### config.mk
export PLATFORM = sky130hd
export DESIGN_NAME = ram_xfer_ctrl
export DESIGN_NICKNAME = d
export VERILOG_FILES = /design/src/rtl/ram_xfer_ctrl.sv
export SDC_FILE = /design/constraint.sdc
export NUM_CORES = 1
export LEC_CHECK = 0
export ABC_AREA = 1
export BUFFER_PORTS_ARGS = -buffer_cell sky130_fd_sc_hd__buf_4
export CORE_MARGIN = 2
export CORE_UTILIZATION = 35
export CTS_BUF_LIST = sky130_fd_sc_hd__clkbuf_8
export DETAILED_ROUTE_END_ITERATION = 8
export GPL_TIMING_DRIVEN = 0
export PLACE_DENSITY_LB_ADDON = 0.3
export SETUP_SLACK_MARGIN = 0.1
export SLEW_MARGIN = 20
export SYNTH_ARGS = -nofsm -noshare
export SYNTH_HDL_FRONTEND = slang
export SYNTH_SLANG_ARGS = --single-unit
### constraint.sdc
create_clock -name clk -period 3.95 [get_ports clk]
set_input_delay 0.395 -clock clk [delete_from_list [all_inputs] [get_ports clk]]
set_output_delay 0.395 -clock clk [all_outputs]
set_load 0.01 [all_outputs]
### src/rtl/ram_xfer_ctrl.sv
// Block-copy sequencer/arbiter for the RAM datapath: CPU copy and GPU upload requesters.
// Optional build macro RAM_XFER_PROTECT_EN rejects CPU jobs whose destination touches 0x7F00-0x7FFF or wraps.
module ram_xfer_ctrl #(
  parameter int unsigned GPU_MAX_LEN = 11,
  parameter int unsigned ADDR_W      = 15
) (
  input  logic              clk,
  input  logic              reset,
  input  logic              cpu_req,
  input  logic [ADDR_W-1:0] cpu_src,
  input  logic [ADDR_W-1:0] cpu_dst,
  input  logic [ADDR_W-1:0] cpu_len,
  output logic              cpu_ack,
  input  logic              gpu_req,
  input  logic [ADDR_W-1:0] gpu_src,
  input  logic [3:0]        gpu_len,
  output logic              gpu_ack,
  output logic              bus_req,
  input  logic              bus_gnt,
  input  logic              abort,
  output logic [ADDR_W:0]   db_drive,
  output logic              db_drive_en,
  output logic              set_address,
  output logic              set_transfer_addr,
  output logic              set_xfer_gpu,
  output logic              data_transfer,
  output logic              override_dual_op,
  output logic              busy,
  output logic              done,
  output logic              done_gpu,
  output logic              done_aborted,
  output logic              err
);

  typedef enum logic [2:0] {
    S_IDLE, S_ARB, S_LD_SRC, S_LD_DST, S_XFER, S_DRAIN, S_DONE
  } state_t;

  state_t            state;
  logic              last_gnt_gpu;
  logic              job_gpu;
  logic [ADDR_W-1:0] src_q;
  logic [ADDR_W-1:0] dst_q;
  logic [ADDR_W-1:0] cnt;
  logic              abort_pend;
  logic              aborted_q;

  logic              pick_gpu;
  logic              pick_cpu;
  logic              reject;
  logic [ADDR_W-1:0] glen;
  logic              bus_phase;
  logic              act;
  logic              stop;

`ifdef RAM_XFER_PROTECT_EN
  localparam logic [ADDR_W+1:0] PROT_LO = (ADDR_W+2)'('h7F00);
  logic [ADDR_W+1:0] dst_end;
`endif

  // Round-robin: on a tie, the requester not granted last time wins.
  always_comb begin
    pick_gpu = gpu_req & (~cpu_req | ~last_gnt_gpu);
    pick_cpu = cpu_req & ~pick_gpu;
    glen     = (32'(gpu_len) > GPU_MAX_LEN) ? ADDR_W'(GPU_MAX_LEN) : ADDR_W'(gpu_len);
`ifdef RAM_XFER_PROTECT_EN
    dst_end  = {2'b00, cpu_dst} + {2'b00, cpu_len} - (ADDR_W+2)'(1);
    reject   = (cpu_len != '0) && (dst_end >= PROT_LO);
`else
    reject   = 1'b0;
`endif
  end

  assign cpu_ack = (state == S_ARB) & pick_cpu;
  assign gpu_ack = (state == S_ARB) & pick_gpu;
  assign err     = (state == S_ARB) & pick_cpu & reject;

  // Strobes are gated by the live grant so a stalled cycle produces nothing.
  assign bus_phase = (state == S_LD_SRC) || (state == S_LD_DST) ||
                     (state == S_XFER)   || (state == S_DRAIN);
  assign act       = bus_phase & bus_gnt;
  assign stop      = abort | abort_pend;

  assign bus_req           = bus_phase;
  assign set_address       = act & (state == S_LD_SRC);
  assign set_transfer_addr = act & (state == S_LD_DST) & ~job_gpu;
  assign set_xfer_gpu      = act & (state == S_LD_DST) &  job_gpu;
  assign data_transfer     = act & (state == S_XFER);
  assign override_dual_op  = act & (state == S_DRAIN);
  assign db_drive_en       = set_address | set_transfer_addr;
  assign db_drive          = set_address       ? {1'b0, src_q} :
                             set_transfer_addr ? {1'b0, dst_q} : '0;
  assign busy              = (state != S_IDLE);
  assign done              = (state == S_DONE);
  assign done_gpu          = done & job_gpu;
  assign done_aborted      = done & aborted_q;

  always_ff @(posedge clk or negedge reset) begin
    if (!reset) begin
      state        <= S_IDLE;
      last_gnt_gpu <= 1'b0;
      job_gpu      <= 1'b0;
      src_q        <= '0;
      dst_q        <= '0;
      cnt          <= '0;
      abort_pend   <= 1'b0;
      aborted_q    <= 1'b0;
    end else begin
      case (state)
        S_IDLE: if (cpu_req | gpu_req) state <= S_ARB;
        S_ARB: begin
          abort_pend <= 1'b0;
          aborted_q  <= 1'b0;
          if (pick_gpu) begin
            last_gnt_gpu <= 1'b1;
            job_gpu      <= 1'b1;
            src_q        <= gpu_src;
            cnt          <= glen;
            state        <= (glen == '0) ? S_DONE : S_LD_SRC;
          end else if (pick_cpu) begin
            last_gnt_gpu <= 1'b0;
            job_gpu      <= 1'b0;
            src_q        <= cpu_src;
            dst_q        <= cpu_dst;
            cnt          <= cpu_len;
            state        <= reject ? S_IDLE : (cpu_len == '0) ? S_DONE : S_LD_SRC;
          end else begin
            state <= S_IDLE;
          end
        end
        // An abort seen during a stalled cycle is remembered until the next granted beat.
        S_LD_SRC, S_LD_DST, S_XFER: begin
          if (bus_gnt) begin
            if (stop) aborted_q <= 1'b1;
            case (state)
              S_LD_SRC: state <= stop ? S_DRAIN : S_LD_DST;
              S_LD_DST: state <= stop ? S_DRAIN : S_XFER;
              default: begin
                cnt   <= cnt - ADDR_W'(1);
                state <= (stop || cnt == ADDR_W'(1)) ? S_DRAIN : S_XFER;
              end
            endcase
          end else if (abort) begin
            abort_pend <= 1'b1;
          end
        end
        S_DRAIN: if (bus_gnt) state <= S_DONE;
        S_DONE:  state <= S_IDLE;
        default: state <= S_IDLE;
      endcase
    end
  end

endmodule

==> results of run 1 <==
## final cells by class
type	count	area, µm²	share of cell area (%)
clock buffer	5	68.8	1.69
inverter	34	128	3.13
clock inverter	2	37.5	0.921
tap	108	135	3.31
multi-input combinational	361	1610	39.5
sequential	51	1280	31.3
buffer	16	92.6	2.27
timing repair buffer	97	728	17.9
## where the power goes
group / switching, mW / internal (mW) / total [mW]
Combinational: 0.825 / 0.484 / 1.31
Clock: 0.180 / 0.185 / 0.365
Sequential: 0.173 / 0.771 / 0.944
Total: 1.18 / 1.44 / 2.62
## per-layer routing
layer / track usage [%] / routed length, µm / vias up
met5: 0 / 0 / -
met4: 4.64 / 82 / 0
met3: 3.15 / 606 / 8
met2: 31.3 / 4440 / 115
met1: 26.6 / 4080 / 1516
li1: - / - / 1651
## cell usage after synthesis, drive strengths merged
cell type	count
xor2	2
nor2	66
clkbuf	3
nor4	1
buf	13
inv	33
o32ai	1
nand3	19
clkinv	1
ha	2
nor2b	1
nor3	4
o21ai	56
nand2	190
dfrtp	51
conb	1
a21oi	12
nand3b	1
o22ai	1
o21bai	1
nand4	2
## sequential cells by signal, indices dropped and copies added, names as in the netlist
| name | cells |
|---|---|
| cnt | 15 |
| dst_q | 15 |
| src_q | 15 |
| state | 3 |
| abort_pend | 1 |
| aborted_q | 1 |
| job_gpu | 1 |
## critical path: stages (launching register included)
cell and delay (ps):
dfrtp_1 480, inv_2 170, nand2_4 90, inv_2 80, nand2_1 100, nor2_2 280
buf_2 290, nand2_1 70, nand2_1 100, buf_4 120
## worst max path at each step
| stage | start | end | slack [ps] | cells after the start |
|---|---|---|---|---|
| after floorplan | state[2] | db_drive[10] | 2180 | 8 |
| after global placement | state[2] | db_drive[11] | 1860 | 9 |
| after detailed placement | state[2] | db_drive[11] | 1840 | 9 |
| after CTS | state[2] | db_drive[11] | 1470 | 9 |
| after global routing | state[2] | db_drive[12] | 1280 | 9 |
| final | state[2] | db_drive[11] | 1460 | 9 |
## per-stage QoR
stage	std cells	hold WS (ps)	cell area, µm²	power (mW)	util (%)
3_3_place_gp	667	454	3970	2.22	45.8
2_1_floorplan	462	99.4	3110	1.83	-
6_report	674	101	4080	2.62	47.0
4_1_cts	674	135	4080	2.63	47.0
3_5_place_dp	667	463	3970	2.26	45.8
5_1_grt	674	154	4080	2.86	47.0
## kinds of logic after synthesis
| kind of cell | share of synthesized area [%] |
|---|---|
| other | 0.121 |
| buffers and inverters | 7.09 |
| xor gates and xnor gates | 0.564 |
| DFF | 41.1 |
| adders and majority gates | 0.806 |
| and+or+nand+nor | 37.8 |
| AOI/OAI and AO/OA | 12.5 |
## cells in the final DEF (no fill, tap or decap), types with 5 or more instances in the layout
| cell | n |
|---|---|
| a21oi_1 | 11 |
| nand2_1 | 186 |
| clkbuf_8 | 5 |
| buf_4 | 101 |
| o21ai_1 | 24 |
| buf_2 | 8 |
| inv_2 | 8 |
| dfrtp_1 | 51 |
| inv_1 | 25 |
| o21ai_0 | 30 |
| nor2_1 | 62 |
| nand3_1 | 19 |
==> results.cfg, run 1 <==
[status]
status = finished clean

[setup_path]
worstPathRequired_ps = 3560
cp.arrival_ps = 2090
worstReg2RegStart = state[2]
worst_r2r_path_depth = 6
worst_setup_path_end_kind = primary output
cp-start-kind = flip-flop
ff2ff_setup_slack_ps = 2250
regToRegEndpoint = src_q[12]
cp_max_fo = 10
worstSetupPathType = reg -> out

[timing]
min_period_over_period_pct = 63.0
grt_setup_unrepaired = no
fin_setup_tns_ps = 0
skew_ps = 5.32
hold_viol_final = 0
finalMaxSlewViolations = 0
min_period_ps = 2490
max_freq_mhz = 402
fin_ws_ps = 1460
setup_viol = 0
slew_headroom_pct = 54.6
worst_slew_pin_slew_ps = 681

[pwr]
p_per_area_nw_per_um2 = 642
p_leak_nw = 2.17
irDropWorstVdd_uv = 221

[global_routing]
grt_pass1_wl_um = 15000
grt_pass1_vias = 3134
grt_max_degree = 52
grt_antenna_before_repair = 0
grt_use_total_pct = 19.1
grt.overflow.total = 0

[clock_tree]
cts_hold_buf = 0
numCtsBuffers = 5
cts_setup_buffers = 0
clk_pin_slew_ps = 100
cts_sinks = 51
post_cts_resized = 0
htree_num_levels = 2
clock_latency_ps = 310
cts_max_path_buffers = 2
cts_tree = built
clockRootBuffer = clkbuf_8

[logic_synthesis]
avgSynthCellArea_um2 = 6.73
synthCells = 461
synth_top_cell_area_share_pct = 41.1
synth-seq-cells = 51
synthTopCellsByArea = dfrtp_1 41%, nand2_1 22%, nor2_1 7.5%, o21ai_0 4.8%, o21ai_1 3.9%
synth_area_um2 = 3100
ys_types = 33
ys_warn_count = 0
synth_area_leader_cell = dfrtp_1
synth.yosys.seq_area_share_pct = 41.1

[floorplan]
die_w_um = 98.2
pin_count = 100
core-area_um2 = 8680
rows = 34
die_y_um = 98.2
dieArea_um2 = 9640
initial_core_util_pct = 35.8

[route]
vias = 3290
vias_per_cell = 4.88
routedWlPerCell_um = 13.7
drt_iter0_drc = 194
wirelength_um = 9210
dr.pass1.iters = 4
ant_nets = 0
drc = 0

[run]
max-cap-violations = 0

[finish]
layout-drive-gt1-share_pct = 24.4
layout.nets = 638
nFillCells = 901
diodes = 0
syn_to_final_growth_pct = 31.4

[placement]
finalWeightedCongestion = 0.913
pre_cts_slack_ps = 1840
dp_hpwl_um = 6990
port_buffers = 97

[hold_path]
hold_class = in -> async
Power figures use the tool's default switching activity.
==> run 2, diff against run 1 <==
==> constraint.sdc (replaced) <==
create_clock -name clk -period 2.4 [get_ports clk]
set_input_delay 0.24 -clock clk [delete_from_list [all_inputs] [get_ports clk]]
set_output_delay 0.24 -clock clk [all_outputs]
set_load 0.01 [all_outputs]
==> run 2 against run 1 <==
Via count decreased by 0.27%; final area increased by 0.71%; combinational power increased by 66%; clock power increased by 65%; count of clock-buffer cells in the layout unchanged; register-to-register slack got worse by 1500 ps; die area unchanged; sequential power increased by 65%; flip-flop and latch count unchanged; core utilization increased by 0.33 points; worst setup slack got worse by 1200 ps; critical endpoint unchanged.
==> results.cfg, run 2 (synthesis results as in run 1) <==
[route]
routedWlPerCell_um = 13.7
vias_per_cell = 4.85
vias = 3281
drt_iter0_drc = 184
ant_nets = 0
drc = 0
dr.pass1.iters = 4
wirelength_um = 9280

[finish]
layout-drive-gt1-share_pct = 24.6
syn_to_final_growth_pct = 32.3
fin_cells = 676
nFillCells = 895
diodes = 0
final_cell_mix = 186 x nand2_1, 102 x buf_4, 62 x nor2_1
layout.nets = 640
layout_commonest_cell = nand2_1
fin_area_um2 = 4110
top_regs = cnt (15), dst_q (15), src_q (15)
postLayoutCoreUtil_pct = 47.3

[setup_path]
cp.arrival_ps = 1900
worstSetupPathType = reg -> out
worstReg2RegStart = state[1]
cp_slowest_cell = dfrtp_2
worstPathRequired_ps = 2160
worst_r2r_path_depth = 8
max_stage_delay_ps = 470
worst_setup_path_end_kind = primary output
regToRegEndpoint = cnt[8]
cp-start-kind = flip-flop
worstPathBufferInverterCount = 5
crit_family = buffers and inverters
cp_max_fo = 10
ff2ff_setup_slack_ps = 730
crit_top_cell = inv_2
worstPathCellList = inv_2 > nand2_4 > inv_2 > nand4_1 > inv_2 > clkbuf_4 > nand2_1 > nand2_1 > buf_4

[clock_tree]
numCtsBuffers = 5
cts_sinks = 51
htree_num_levels = 2
cts_tree = built
clock_latency_ps = 300
clk_pin_slew_ps = 100
clockRootBuffer = clkbuf_8
cts_max_path_buffers = 2

[hold_path]
hold_class = in -> reg
holdCritStartpoint = cpu_dst[13]
holdPathEnd = dst_q[13]
whs_path_depth = 3

[pwr]
p_per_area_nw_per_um2 = 1050
p_leak_nw = 2.18
total_power_mw = 4.33
irDropWorstVdd_uv = 365

[floorplan]
rows = 34
initial_core_util_pct = 35.8
die_w_um = 98.2
dieArea_um2 = 9640
core-area_um2 = 8680
pin_count = 100
die_y_um = 98.2

[global_routing]
grt_pass1_wl_um = 15000
grt_use_total_pct = 19.1
grt_antenna_before_repair = 0
grt_pass1_vias = 3134
grt_max_degree = 52
grt.overflow.total = 0

[timing]
slew_headroom_pct = 54.4
fin_ws_ps = 262
setup_viol = 0
grt_setup_unrepaired = no
finalMaxSlewViolations = 0
min_period_over_period_pct = 89.1
min_period_ps = 2140
skew_ps = 4.35
max_freq_mhz = 468
worst_slew_pin_slew_ps = 684
holdWs_ps = 135
hold_viol_final = 0
fin_setup_tns_ps = 0

[placement]
dp.cells = 667
placed_cell_area_um2 = 3970
pre_cts_slack_ps = 441
dp_hpwl_um = 6990
port_buffers = 97
finalWeightedCongestion = 0.913

[status]
status = finished clean

[run]
max-cap-violations = 0
run 2: changes by cell type in the layout (fill, tap and decap cells not counted):
cell,change
buf_2,-2
nor2_2,-1
buf_4,+1
nor2_4,+1
clkbuf_4,+2
dfrtp_2,+1
dfrtp_1,-1
dlygate4sd3_1,+1
run 2: tightest hold or removal path, stage by stage:
cell	delay [ps]
buf_4	80
nand2_1	40
nand2_1	50
run 2: layer usage:
layer | vias to the layer above | global-route usage, % | share of wire (%)
li1 | 1655 | - | -
met1 | 1508 | 26.6 | 45
met2 | 114 | 31.3 | 48
met3 | 4 | 3.15 | 6.7
met4 | 0 | 4.64 | 0.51
met5 | - | 0 | 0
run 2: report_power, final:
group	switching, mW	total (mW)	internal [mW]
registers	0.285	1.56	1.27
logic	1.37	2.17	0.804
clock network	0.297	0.603	0.305
total	1.95	4.33	2.38
run 2: final cells by class:
| class | instances | area, µm² | area share, % |
|---|---|---|---|
| multi-input cells | 361 | 1620 | 39.4 |
| clock inverters | 2 | 37.5 | 0.914 |
| repair buffers | 99 | 746 | 18.2 |
| inverters | 34 | 128 | 3.11 |
| flip-flops and latches | 51 | 1280 | 31.1 |
| well taps | 108 | 135 | 3.29 |
| plain buffers | 16 | 97.6 | 2.38 |
| clock buffers | 5 | 68.8 | 1.68 |
run 2: how the worst max path moves through the flow:
stage / start / endpoint / slack, ps / cells after the start
after floorplan: state[2] / db_drive[10] / 790 / 8
after global placement: state[2] / db_drive[11] / 460 / 9
after detailed placement: state[2] / db_drive[11] / 440 / 9
after CTS: state[2] / db_drive[11] / 160 / 9
after global routing: state[2] / db_drive[12] / 120 / 9
final: state[2] / db_drive[11] / 260 / 9
run 2: what timing repair did:
item	in CTS	in global routing
endpoints found under the hold margin	51	0
pin swaps	0	1
cloned	0	0
hold buffers	1	0
buffers inserted	0	1
setup endpoints to repair	7	9
resized for setup	1	3
==> run 3, diff against run 2 <==
--- a/config.mk
+++ b/config.mk
@@ -5,9 +5,8 @@
 export SDC_FILE = /design/constraint.sdc
 export NUM_CORES = 1
 export LEC_CHECK = 0
-export ABC_AREA = 1
 export BUFFER_PORTS_ARGS = -buffer_cell sky130_fd_sc_hd__buf_4
-export CORE_MARGIN = 2
+export CORE_MARGIN = 3
 export CORE_UTILIZATION = 35
 export CTS_BUF_LIST = sky130_fd_sc_hd__clkbuf_8
 export DETAILED_ROUTE_END_ITERATION = 8
==> run 3 against run 2 <==
Critical path type unchanged; register-to-register slack lost 60 ps; final area shrank 0.49%; first-iteration DRC count fell by 3.8%; sequential share of layout area rose by 0.12 points; clock power down 13%; worst setup slack gained 7.3 ps; die area increased by 4.2%; non-clock buffer count up 6; routed wire length down 3.5%; flip-flop and latch count unchanged; via count decreased by 8.2%; critical path depth shrank 4.
==> results.cfg, run 3 <==
[setup_path]
cp_max_fo = 10
cp.arrival_ps = 1890
cp-start-kind = flip-flop
worstPathBufferInverterCount = 2
ff2ff_setup_slack_ps = 670
crit_family = simple AND/OR/NAND/NOR gates
max_stage_delay_ps = 490
cp_slowest_cell = dfrtp_1
worst_setup_path_end_kind = primary output
regToRegEndpoint = cnt[12]
worstReg2RegStart = cnt[4]
worstPathCellList = nand2b_2 > nor2_4 > buf_2 > a22o_1 > buf_4
worst_r2r_path_depth = 5
worstSetupPathType = reg -> out
worstPathRequired_ps = 2160

[timing]
hold_viol_final = 0
fin_ws_ps = 269
skew_ps = 9.31
worst_slew_pin_slew_ps = 648
grt_setup_unrepaired = no
fin_setup_tns_ps = 0
min_period_over_period_pct = 88.8
setup_viol = 0
slew_headroom_pct = 56.8
finalMaxSlewViolations = 0
min_period_ps = 2130
max_freq_mhz = 469
holdWs_ps = 151

[placement]
dp_hpwl_um = 6690
pre_cts_slack_ps = 487
port_buffers = 97
placed_cell_area_um2 = 3970
finalWeightedCongestion = 0.934

[logic_synthesis]
synth_top_family_by_area = compound AO/OA/AOI/OAI gates
synthXorXnorAreaFrac_pct = 0
async_flop_share_pct = 100
synthAdderAreaFrac_pct = 0.806
synthTopCellsByArea = dfrtp_1 41%, nand2_1 5.4%, a22o_1 5.4%, nor2_1 5.1%, mux2_4 3.9%
synth-edff-count = 0
synth_commonest_cells = 51 x dfrtp_1, 45 x nand2_1, 42 x nor2_1
synth-seq-cells = 51
synth_simple_gate_area_share_pct = 21.6
ys_warn_count = 0
avgSynthCellArea_um2 = 9.24
synth_top_flop_cell = dfrtp_1
synth.yosys.seq_area_share_pct = 41.1
synth_compound_area_share_pct = 23.6
synth_area_um2 = 3110
ys_types = 61
synth_area_leader_cell = dfrtp_1
synth_top_cell_area_share_pct = 41.1
muxShareOfSynthArea_pct = 7.13
synthCells = 336
yosysMostFrequentCell = dfrtp_1

[global_routing]
grt_pass1_wl_um = 14200
grt_pass1_vias = 2784
busiest_layer = met2
grt_antenna_before_repair = 0
grt_use_total_pct = 17.6
grt_use_met1_pct = 24.8
gr-usage-met2_pct = 28.3
grt.overflow.total = 0
grt_max_degree = 52
grt_use_met3_pct = 3.68

[finish]
layout_commonest_cell = buf_4
final_cell_mix = 107 x buf_4, 51 x dfrtp_1, 45 x nand2_1
layout.nets = 515
nFillCells = 804
multi_input_area_um2 = 1660
syn_to_final_growth_pct = 31.6
ff_latch_area_um2 = 1280
top_regs = cnt (15), dst_q (15), src_q (15)
diodes = 0
fin_area_um2 = 4090
layout-drive-gt1-share_pct = 36.9

[floorplan]
initial_core_util_pct = 36.9
die_w_um = 100
die_y_um = 100
dieArea_um2 = 10000
rows = 33
core-area_um2 = 8420
pin_count = 100

[route]
ant_nets = 0
drc = 0
drt_iter0_drc = 177
vias_per_cell = 5.49
vias = 3012
dr.pass1.iters = 5
routedWlPerCell_um = 16.3
wirelength_um = 8950

[clock_tree]
cts_sinks = 51
cts_max_path_buffers = 2
htree_num_levels = 2
cts_tree = built
clock_latency_ps = 310
clk_pin_slew_ps = 100
numCtsBuffers = 5
clockRootBuffer = clkbuf_8

[pwr]
p_leak_nw = 1.91
irDropWorstVdd_uv = 570
p_per_area_nw_per_um2 = 1110
total_power_mw = 4.55

[hold_path]
whs_path_depth = 2
hold_class = in -> reg
holdPathEnd = dst_q[7]
holdCritStartpoint = cpu_dst[7]

[status]
status = finished clean

[run]
max-cap-violations = 0
==> run 3: cell count changes after synthesis, moves of 17 or more <==
cell	delta
a22o_1	+19
o21ai_1	-23
inv_1	-20
nor2_1	-20
a31oi_1	+17
nand2_1	-141
==> run 3: cell type report <==
cell class	count	share of cell area, %
inverters	5	0.459
repair buffers	99	18.2
plain buffers	22	3.86
multi-input cells	259	40.7
clock inverters	3	0.643
flip-flops and latches	51	31.2
well taps	105	3.21
clock buffers	5	1.68
==> run 3: kinds of logic (layout without fill, tap and decap cells) <==
group	count (synthesis)	in the layout
buffers and inverters	27	134
other	1	2
adder cells (fa/ha/maj)	2	2
multiplexers	16	16
AO/OA/AOI/OAI	102	102
AND/OR/NAND/NOR	137	137
flip-flops	51	51
==> run 3: stage by stage <==
stage | utilization (%) | instances
final | 48.5 | 549
after global routing | 48.5 | 549
after CTS | 48.4 | 548
after detailed placement | 47.1 | 539
after global placement | 47.1 | 539
after floorplan | - | 337
==> run 3: where the power goes <==
| group | switching, mW | internal [mW] |
|---|---|---|
| combinational | 1.28 | 1.12 |
| sequential | 0.337 | 1.28 |
| clock | 0.312 | 0.215 |
| total | 1.93 | 2.62 |
==> run 3: worst max-delay path by stage <==
stage	from	to	depth (start not counted)	slack, ps
after floorplan	state[2]	db_drive[10]	5	800
after global placement	state[0]	db_drive[10]	5	460
after detailed placement	state[0]	db_drive[10]	5	490
after CTS	state[0]	db_drive[10]	5	140
after global routing	state[0]	db_drive[11]	5	120
final	state[0]	db_drive[10]	5	270
==> run 3: metal layers <==
| layer | wire length [µm] | vias up | share of wire (%) |
|---|---|---|---|
| li1 | - | 1437 | - |
| met1 | 3880 | 1421 | 43 |
| met2 | 4040 | 145 | 45 |
| met3 | 950 | 9 | 11 |
| met4 | 72 | 0 | 0.80 |
| met5 | 0 | - | 0 |
==> run 3: repair_timing <==
item                                    CTS  global route
endpoints found under the setup margin    0             9
hold buffers                              1             0
endpoints found under the hold margin    51             0
buffers inserted                          0             1
resized for setup                         0             1
